$ cat config.mk
export PLATFORM = sky130hd
export DESIGN_NAME = alu_in
export DESIGN_NICKNAME = d
export VERILOG_FILES = /design/src/rtl/alu_in.sv
export SDC_FILE = /design/constraint.sdc
export NUM_CORES = 1
export LEC_CHECK = 0
export CAP_MARGIN = 20
export CORE_ASPECT_RATIO = 1.75
export CORE_MARGIN = 2
export CORE_UTILIZATION = 40
export DETAILED_ROUTE_END_ITERATION = 8
export GPL_TIMING_DRIVEN = 0
export PLACE_DENSITY_LB_ADDON = 0.08
export SLEW_MARGIN = 20
export SYNTH_ARGS = -nofsm -noshare
export SYNTH_HDL_FRONTEND = slang
export SYNTH_SLANG_ARGS = --single-unit
$ cat constraint.sdc
create_clock -name clk -period 6.9 [get_ports clk]
set_input_delay 1.38 -clock clk [delete_from_list [all_inputs] [get_ports clk]]
set_output_delay 1.38 -clock clk [all_outputs]
set_load 0.03 [all_outputs]
$ cat src/rtl/alu_in.sv
// alu_in: single-cycle ALU with a registered result, carry/zero/neg/ovf
// flags and an internal running accumulator.
//
// Ports
//   clk   : clock, all state updates on the rising edge
//   rst_n : asynchronous active-low reset
//   a, b  : WIDTH-bit operands (shifts use only b[$clog2(WIDTH)-1:0])
//   op    : 3-bit operation select
//           000 ADD, 001 SUB, 010 AND, 011 OR, 100 XOR,
//           101 SLL, 110 SRL, 111 ACC (acc <= acc + a)
//   sum   : registered result
//   carry : registered carry / borrow / last shifted-out bit
//   zero  : registered, 1 when sum is all zeros
//   neg   : registered copy of sum[WIDTH-1]
//   ovf   : registered signed-overflow flag (ADD, SUB, ACC only)
module alu_in #(
  parameter int WIDTH = 16
) (
  input  logic             clk,
  input  logic             rst_n,
  input  logic [WIDTH-1:0] a,
  input  logic [WIDTH-1:0] b,
  input  logic [2:0]       op,
  output logic [WIDTH-1:0] sum,
  output logic             carry,
  output logic             zero,
  output logic             neg,
  output logic             ovf
);

  localparam int SW  = (WIDTH > 1) ? $clog2(WIDTH) : 1;
  localparam int MSB = WIDTH - 1;

  logic [SW-1:0]    shamt_s;
  logic [WIDTH:0]   wide_s;    // {carry-out, result} for arithmetic and SLL
  logic [WIDTH:0]   srl_s;     // {result, last bit shifted out} for SRL
  logic [WIDTH-1:0] res_s;
  logic             carry_s;
  logic             ovf_s;
  logic [WIDTH-1:0] acc_r;

  assign shamt_s = b[SW-1:0];

  // Combinational result and flag generation for the selected operation.
  always_comb begin
    wide_s  = {(WIDTH+1){1'b0}};
    srl_s   = {(WIDTH+1){1'b0}};
    res_s   = {WIDTH{1'b0}};
    carry_s = 1'b0;
    ovf_s   = 1'b0;
    case (op)
      3'b000: begin
        wide_s  = {1'b0, a} + {1'b0, b};
        res_s   = wide_s[WIDTH-1:0];
        carry_s = wide_s[WIDTH];
        ovf_s   = (a[MSB] == b[MSB]) && (res_s[MSB] != a[MSB]);
      end
      3'b001: begin
        // The extra top bit of a zero-extended subtraction is the borrow.
        wide_s  = {1'b0, a} - {1'b0, b};
        res_s   = wide_s[WIDTH-1:0];
        carry_s = wide_s[WIDTH];
        ovf_s   = (a[MSB] != b[MSB]) && (res_s[MSB] != a[MSB]);
      end
      3'b010: res_s = a & b;
      3'b011: res_s = a | b;
      3'b100: res_s = a ^ b;
      3'b101: begin
        // Bit WIDTH captures the last bit pushed out of the MSB; zero
        // when shamt is zero because the guard bit starts clear.
        wide_s  = {1'b0, a} << shamt_s;
        res_s   = wide_s[WIDTH-1:0];
        carry_s = wide_s[WIDTH];
      end
      3'b110: begin
        // Guard bit below the LSB catches the last bit shifted out.
        srl_s   = {a, 1'b0} >> shamt_s;
        res_s   = srl_s[WIDTH:1];
        carry_s = srl_s[0];
      end
      3'b111: begin
        wide_s  = {1'b0, acc_r} + {1'b0, a};
        res_s   = wide_s[WIDTH-1:0];
        carry_s = wide_s[WIDTH];
        ovf_s   = (acc_r[MSB] == a[MSB]) && (res_s[MSB] != acc_r[MSB]);
      end
      default: begin
        res_s   = {WIDTH{1'b0}};
        carry_s = 1'b0;
        ovf_s   = 1'b0;
      end
    endcase
  end

  // Output and accumulator registers; acc only advances on ACC.
  always_ff @(posedge clk or negedge rst_n) begin
    if (!rst_n) begin
      sum   <= {WIDTH{1'b0}};
      carry <= 1'b0;
      zero  <= 1'b1;
      neg   <= 1'b0;
      ovf   <= 1'b0;
      acc_r <= {WIDTH{1'b0}};
    end else begin
      sum   <= res_s;
      carry <= carry_s;
      zero  <= (res_s == {WIDTH{1'b0}});
      neg   <= res_s[MSB];
      ovf   <= ovf_s;
      if (op == 3'b111) begin
        acc_r <= res_s;
      end else begin
        acc_r <= acc_r;
      end
    end
  end

endmodule

* Word-level counts from Yosys, hierarchy flattened
Cells that the tools add are included.
** Storage, ports and cells
- Word-level logic and storage cells :: 35
- Bits in writable memories :: 0
- Bits in latches :: 0
- Input bits :: 37
- ROM bits :: 0
- Register bits :: 36
- Memories :: 0
** Operators by class
- Add/sub/neg operators :: 3
- Magnitude comparators :: 0
- Shift-type cells :: 2
- Multiply operators :: 0
- Div/mod/pow operators :: 0
- Reductions and logical operators :: 5
- Bitwise logic cells :: 3
- Mux-type cells :: 3
- Equal/unequal tests :: 13
** Operators by type and width (count)
- $pmux 16 s8 :: 1
- $add 16x16->17 :: 2
- $shl 16x4->17 :: 1
- $shr 17x4->17 :: 1
- $sub 16x16->17 :: 1
- $and 16x16->16 :: 1
- $logic_not 16->1 :: 1
- $or 16x16->16 :: 1
- $xor 16x16->16 :: 1
- $eq 3x3->1 const B :: 4
- $eq 3x2->1 const B :: 2
- $pmux 1 s5 :: 1
- $ne 1x1->1 :: 4
- $eq 3x1->1 const B :: 1
- $logic_and 1x1->1 :: 3
- $logic_not 3->1 :: 1
- $pmux 1 s3 :: 1
- $eq 1x1->1 :: 2

* Logic depth before layout (Yosys ltp)
- Depth in word-level cells :: 4
- Depth in mapped cells :: 16

* Least setup slack after synthesis
Ideal clock, no wire load.
- Path kind :: input to register
- Start :: input port b[1]
- End :: register zero
- Slack :: 1432 ps
- Buffers on the path :: 5
- Cell stages on the path :: 16
- Arrival :: 5378 ps
- Required time :: 6810 ps
- Cell sequence :: buf_6 -> buf_2 -> buf_4 -> buf_2 -> buf_2 -> inv_1 -> fa_1 -> nor2b_1 -> o221ai_1 -> o211ai_1 -> o32a_1 -> or4_1 -> or4_1 -> or4_1 -> or4_1 -> nor4_2
** On the way
- Word-level cells in the longest chain between the ends :: 3
- Elaborated cells between the ends (all ways) :: 9
- Those cells by class :: 2 x add/sub; 2 x shift; 1 x mux; 3 x bitwise; 1 x reduce/logical
** RTL lines
- from (decl) :: RTL line 22 : input logic [WIDTH-1:0] b,
- $sub 16x16->17 (tied with other cells) :: RTL line 60 : wide_s = {1'b0, a} - {1'b0, b};
- $pmux 16 s8 (*) :: RTL line 51 : case (op)
- named net res_s[1] :: RTL line 37 : logic [WIDTH-1:0] res_s;
- $logic_not 16->1 (*) :: RTL line 107 : zero <= (res_s == {WIDTH{1'b0}});
- to (signal assigned) :: RTL line 107
- to (decl) :: RTL line 26 : output logic zero,
Mark *: on every way through the listed nets, which the timed path passes. The rest lies on a longest branch.
A chain may end at the register's enable or synchronous reset.

* Worst setup path after layout
Ends and elaborated chain as after synthesis.

==> impl_metrics.prom <==
# TYPE chip_impl_metric gauge
chip_impl_info{name="outcome",value="completed"} 1
chip_impl_metric{name="fraction_of_the_cycle_the_final_worst_path_needs",unit="%"} 92.40
chip_impl_metric{name="port_buffers",unit=""} 55
chip_impl_metric{name="drcViolationCount",unit=""} 0
chip_impl_metric{name="drt-total-wl",unit="um"} 25570
chip_impl_info{name="grt_setup_unrepaired",value="no"} 1
chip_impl_info{name="critical-path-slowest-cell",value="sky130_fd_sc_hd__or4_1"} 1
chip_impl_metric{name="async_flop_share",unit="%"} 100.0
chip_impl_metric{name="setup-tns-final",unit="ns"} 0
chip_impl_metric{name="clock_path_buffers",unit=""} 2
chip_impl_info{name="most_common_flop_cell_mapped_by_yosys",value="sky130_fd_sc_hd__dfrtp_1"} 1
chip_impl_metric{name="die_x",unit="um"} 96.07
chip_impl_metric{name="die-height",unit="um"} 165.1
chip_impl_metric{name="num_vias",unit=""} 6625
chip_impl_metric{name="fin_worst_hold_slack",unit="ns"} 0.4842
chip_impl_metric{name="synth-seq-area-share",unit="%"} 14.78
chip_impl_info{name="cts.root.buffer_cell",value="sky130_fd_sc_hd__clkbuf_16"} 1
chip_impl_metric{name="synth_top_area_share",unit="%"} 14.34
chip_impl_metric{name="clock-skew-final",unit="ns"} 0.008423
chip_impl_metric{name="fmaxAchievable",unit="MHz"} 156.8
chip_impl_info{name="most_used_standard_cell_by_instance_count_after_synthesis",value="sky130_fd_sc_hd__nand2_1"} 1
chip_impl_metric{name="drt_first_iter_violations",unit=""} 420
chip_impl_info{name="critPathLaunchType",value="input pin"} 1
chip_impl_info{name="path_cells",value="dlymetal6s2s_1 -> buf_6 -> buf_2 -> buf_4 -> buf_2 -> buf_2 -> inv_1 -> fa_1 -> nor2b_1 -> o221ai_1 -> o211ai_1 -> o32a_1 -> or4_1 -> or4_1 -> or4_1 -> or4_1 -> nor4_2"} 1
chip_impl_metric{name="vdd.ir_drop.worst",unit="V"} 0.0001409
chip_impl_metric{name="finalSetupViolCount",unit=""} 0
chip_impl_metric{name="gpl.final_weighted_congestion",unit=""} 1.020
chip_impl_info{name="timing.setup.critical_path_class",value="input pin to flip-flop"} 1
chip_impl_metric{name="worst-path-max-fanout",unit=""} 10
chip_impl_info{name="synth_top_area_cell",value="sky130_fd_sc_hd__dfrtp_1"} 1
chip_impl_info{name="cts_tree",value="done"} 1
chip_impl_metric{name="critPathRequiredTime",unit="ns"} 7.10
chip_impl_metric{name="power.density",unit="nW/um2"} 228.7
chip_impl_metric{name="final_critical_path_required_period",unit="ns"} 6.376
chip_impl_metric{name="cts.hold.buffers_added",unit=""} 0
chip_impl_metric{name="floorplan.io_pins",unit=""} 57
chip_impl_metric{name="timing.max_slew.rel_slack",unit="%"} 37.05
chip_impl_metric{name="yosysUniqueCellTypes",unit=""} 75
chip_impl_metric{name="start_util",unit="%"} 41.08
chip_impl_metric{name="site_row_count",unit=""} 58
chip_impl_metric{name="path_clk_slew",unit="ns"} 0.06
chip_impl_metric{name="grt_pass1_vias",unit=""} 6499
chip_impl_metric{name="cts_buffers",unit=""} 5
chip_impl_metric{name="placedCellCount",unit=""} 1002
chip_impl_metric{name="cts.sinks",unit=""} 35
chip_impl_info{name="synthTopCellsByCount",value="71 x sky130_fd_sc_hd__nand2_1, 65 x sky130_fd_sc_hd__ha_1, 63 x sky130_fd_sc_hd__nor2_1"} 1
chip_impl_info{name="end_kind",value="flip-flop"} 1
chip_impl_metric{name="cts_htree_levels",unit=""} 2
chip_impl_metric{name="totalPowerFinal",unit="W"} 0.001585
chip_impl_metric{name="flop_and_latch_count_out_of_synthesis",unit=""} 35
chip_impl_metric{name="worst_slew_pin_slew",unit="ns"} 0.9357
chip_impl_metric{name="post_cts_buffers",unit=""} 0
chip_impl_metric{name="postRouteAntennaNets",unit=""} 0
chip_impl_metric{name="core",unit="um2"} 14440
chip_impl_info{name="synth_top_cells_by_area",value="sky130_fd_sc_hd__dfrtp_1 14%, sky130_fd_sc_hd__ha_1 14%, sky130_fd_sc_hd__mux4_2 6.5%, sky130_fd_sc_hd__a21oi_1 4.6%, sky130_fd_sc_hd__nand2_1 4.5%"} 1
chip_impl_metric{name="synth-warning-count",unit=""} 0
chip_impl_metric{name="grt_first_pass_wirelength",unit="um"} 38340
chip_impl_metric{name="clk-insertion-delay-late",unit="ns"} 0.30
chip_impl_metric{name="critical_path_arrival",unit="ns"} 6.58
chip_impl_metric{name="power_leakage",unit="nW"} 2.955
chip_impl_metric{name="design.die.area",unit="um2"} 15860
chip_impl_metric{name="hpwl",unit="um"} 20450
chip_impl_metric{name="grt_max_degree",unit=""} 24
chip_impl_metric{name="synthesis.instances",unit=""} 765
chip_impl_info{name="holdCritPathClass",value="flip-flop to flip-flop"} 1
chip_impl_metric{name="synth_edf_count",unit=""} 0
chip_impl_metric{name="syn-num-nets",unit=""} 870
chip_impl_metric{name="globalRouteOverflowTotal",unit=""} 0
chip_impl_metric{name="timing.max_cap.violations",unit=""} 0
chip_impl_metric{name="dr.pass1.iters",unit=""} 6
chip_impl_metric{name="crit_path_max_incr_delay",unit="ns"} 0.54
chip_impl_metric{name="antenna_cells_inserted",unit=""} 0
chip_impl_metric{name="final-hold-violation-count",unit=""} 0
chip_impl_info{name="cpMostUsedCell",value="sky130_fd_sc_hd__or4_1"} 1
chip_impl_metric{name="final-instance-count-excl-fill",unit=""} 1010
chip_impl_metric{name="antenna_found_initial",unit=""} 0
chip_impl_metric{name="final_max_slew_viol_count",unit=""} 0
chip_impl_metric{name="wire_per_inst",unit="um"} 25.32
chip_impl_metric{name="area_growth_syn_to_layout",unit="%"} 16.83
chip_impl_metric{name="layout-drive-gt1-share",unit="%"} 6.747
chip_impl_metric{name="route.detailed.vias_per_inst",unit=""} 6.559
chip_impl_metric{name="post_synth.cell_area_avg",unit="um2"} 7.756
chip_impl_metric{name="synthesis.area",unit="um2"} 5933
chip_impl_metric{name="num-nets-final",unit=""} 934
chip_impl_metric{name="grt_util_all_layers",unit="%"} 32.72
-- metrics by stage --
step	utilization, %	area, um2	setup WS, ns
finish	48.00	6932	0.5243
global placement	46.46	6709	-0.1343
CTS	47.98	6929	0.1609
detailed placement	46.65	6736	-0.1396
floorplan	-	5933	1.432
global route	48.00	6932	0.3244
-- critical path: cells and delay by family --
kind	cells	cell delay (ns)
AOI/OAI and AO/OA	3	0.72
adders and majority gates	1	0.45
buffers and inverters	7	1.82
and+or+nand+nor	6	2.20
-- flip-flops by register name, indices dropped and copies added, names as in the netlist --
signal / flops
zero: 1
sum: 15
carry: 1
ovf: 1
neg: 1
acc_r: 16
-- cell type report --
cell class                 count  area (um2)
sequential                    35       877.1
clock buffer                   5       125.1
tap                          180       225.2
clock inverter                 3       67.56
timing repair buffer          57       575.6
multi-input combinational    624        4626
inverter                      55       206.4
buffer                        51       229.0
fill                        1460        7510
-- where the power goes --
group,leakage (nW),total (W),internal [W],switching (W)
Clock,0.0900,0.000317,0.000208,0.000110
Combinational,2.44,0.000961,0.000362,0.000600
Sequential,0.429,0.000306,0.000272,0.0000340
-- cell usage in the layout (no fill, tap or decap), drive strengths merged, types with 8 or more instances in the layout --
cell type	n
a211oi	16
a21o	13
a21oi	55
a221oi	8
a22oi	12
buf	21
clkbuf	38
clkdlybuf4s50	53
dfrtp	34
ha	65
inv	54
mux2	10
mux2i	22
mux4	17
nand2	71
nand2b	8
nand3	11
nor2	64
nor2b	9
nor3	23
o211ai	13
o21a	8
o21ai	42
o221ai	9
o22ai	11
or4	9
xnor2	10
xor2	10
-- kinds of logic (layout without fill, tap and decap cells) --
logic type	Yosys count	after routing	share of synthesized area, %
AO/OA/AOI/OAI	245	245	27.98
XOR/XNOR	20	20	2.952
adder cells (fa/ha/maj)	68	68	14.72
buffers and inverters	106	171	7.339
flip-flops	35	35	14.78
multiplexers	49	49	12.06
AND/OR/NAND/NOR	242	242	20.16
-- repair_timing --
action                                  CTS  global route
hold endpoints to repair                  0             0
gates resized for setup                   0             1
endpoints found under the setup margin    0             1
-- layer usage --
metal | share of wire (%) | track usage [%] | vias to the layer above
li1 | - | - | 2988
met5 | 0 | 0 | -
met1 | 37 | 37.19 | 3214
met4 | 8.8 | 24.09 | 0
met2 | 50 | 55.90 | 314
met3 | 4.9 | 2.541 | 109
-- worst paths after layout --
| kind | to | from | slack, ns | depth (start not counted) |
|---|---|---|---|---|
| max | zero | b[1] | 0.52 | 17 |
| min | acc_r[5] | acc_r[5] | 0.48 | 1 |
| max reg2reg | zero | acc_r[0] | 2.77 | 11 |
| min reg2reg | acc_r[5] | acc_r[5] | 0.48 | 1 |
| max in group asynchronous | zero | rst_n | 5.37 | 2 |
| min in group asynchronous | acc_r[11] | rst_n | 0.99 | 1 |
(Power assumes the default switching activity.)
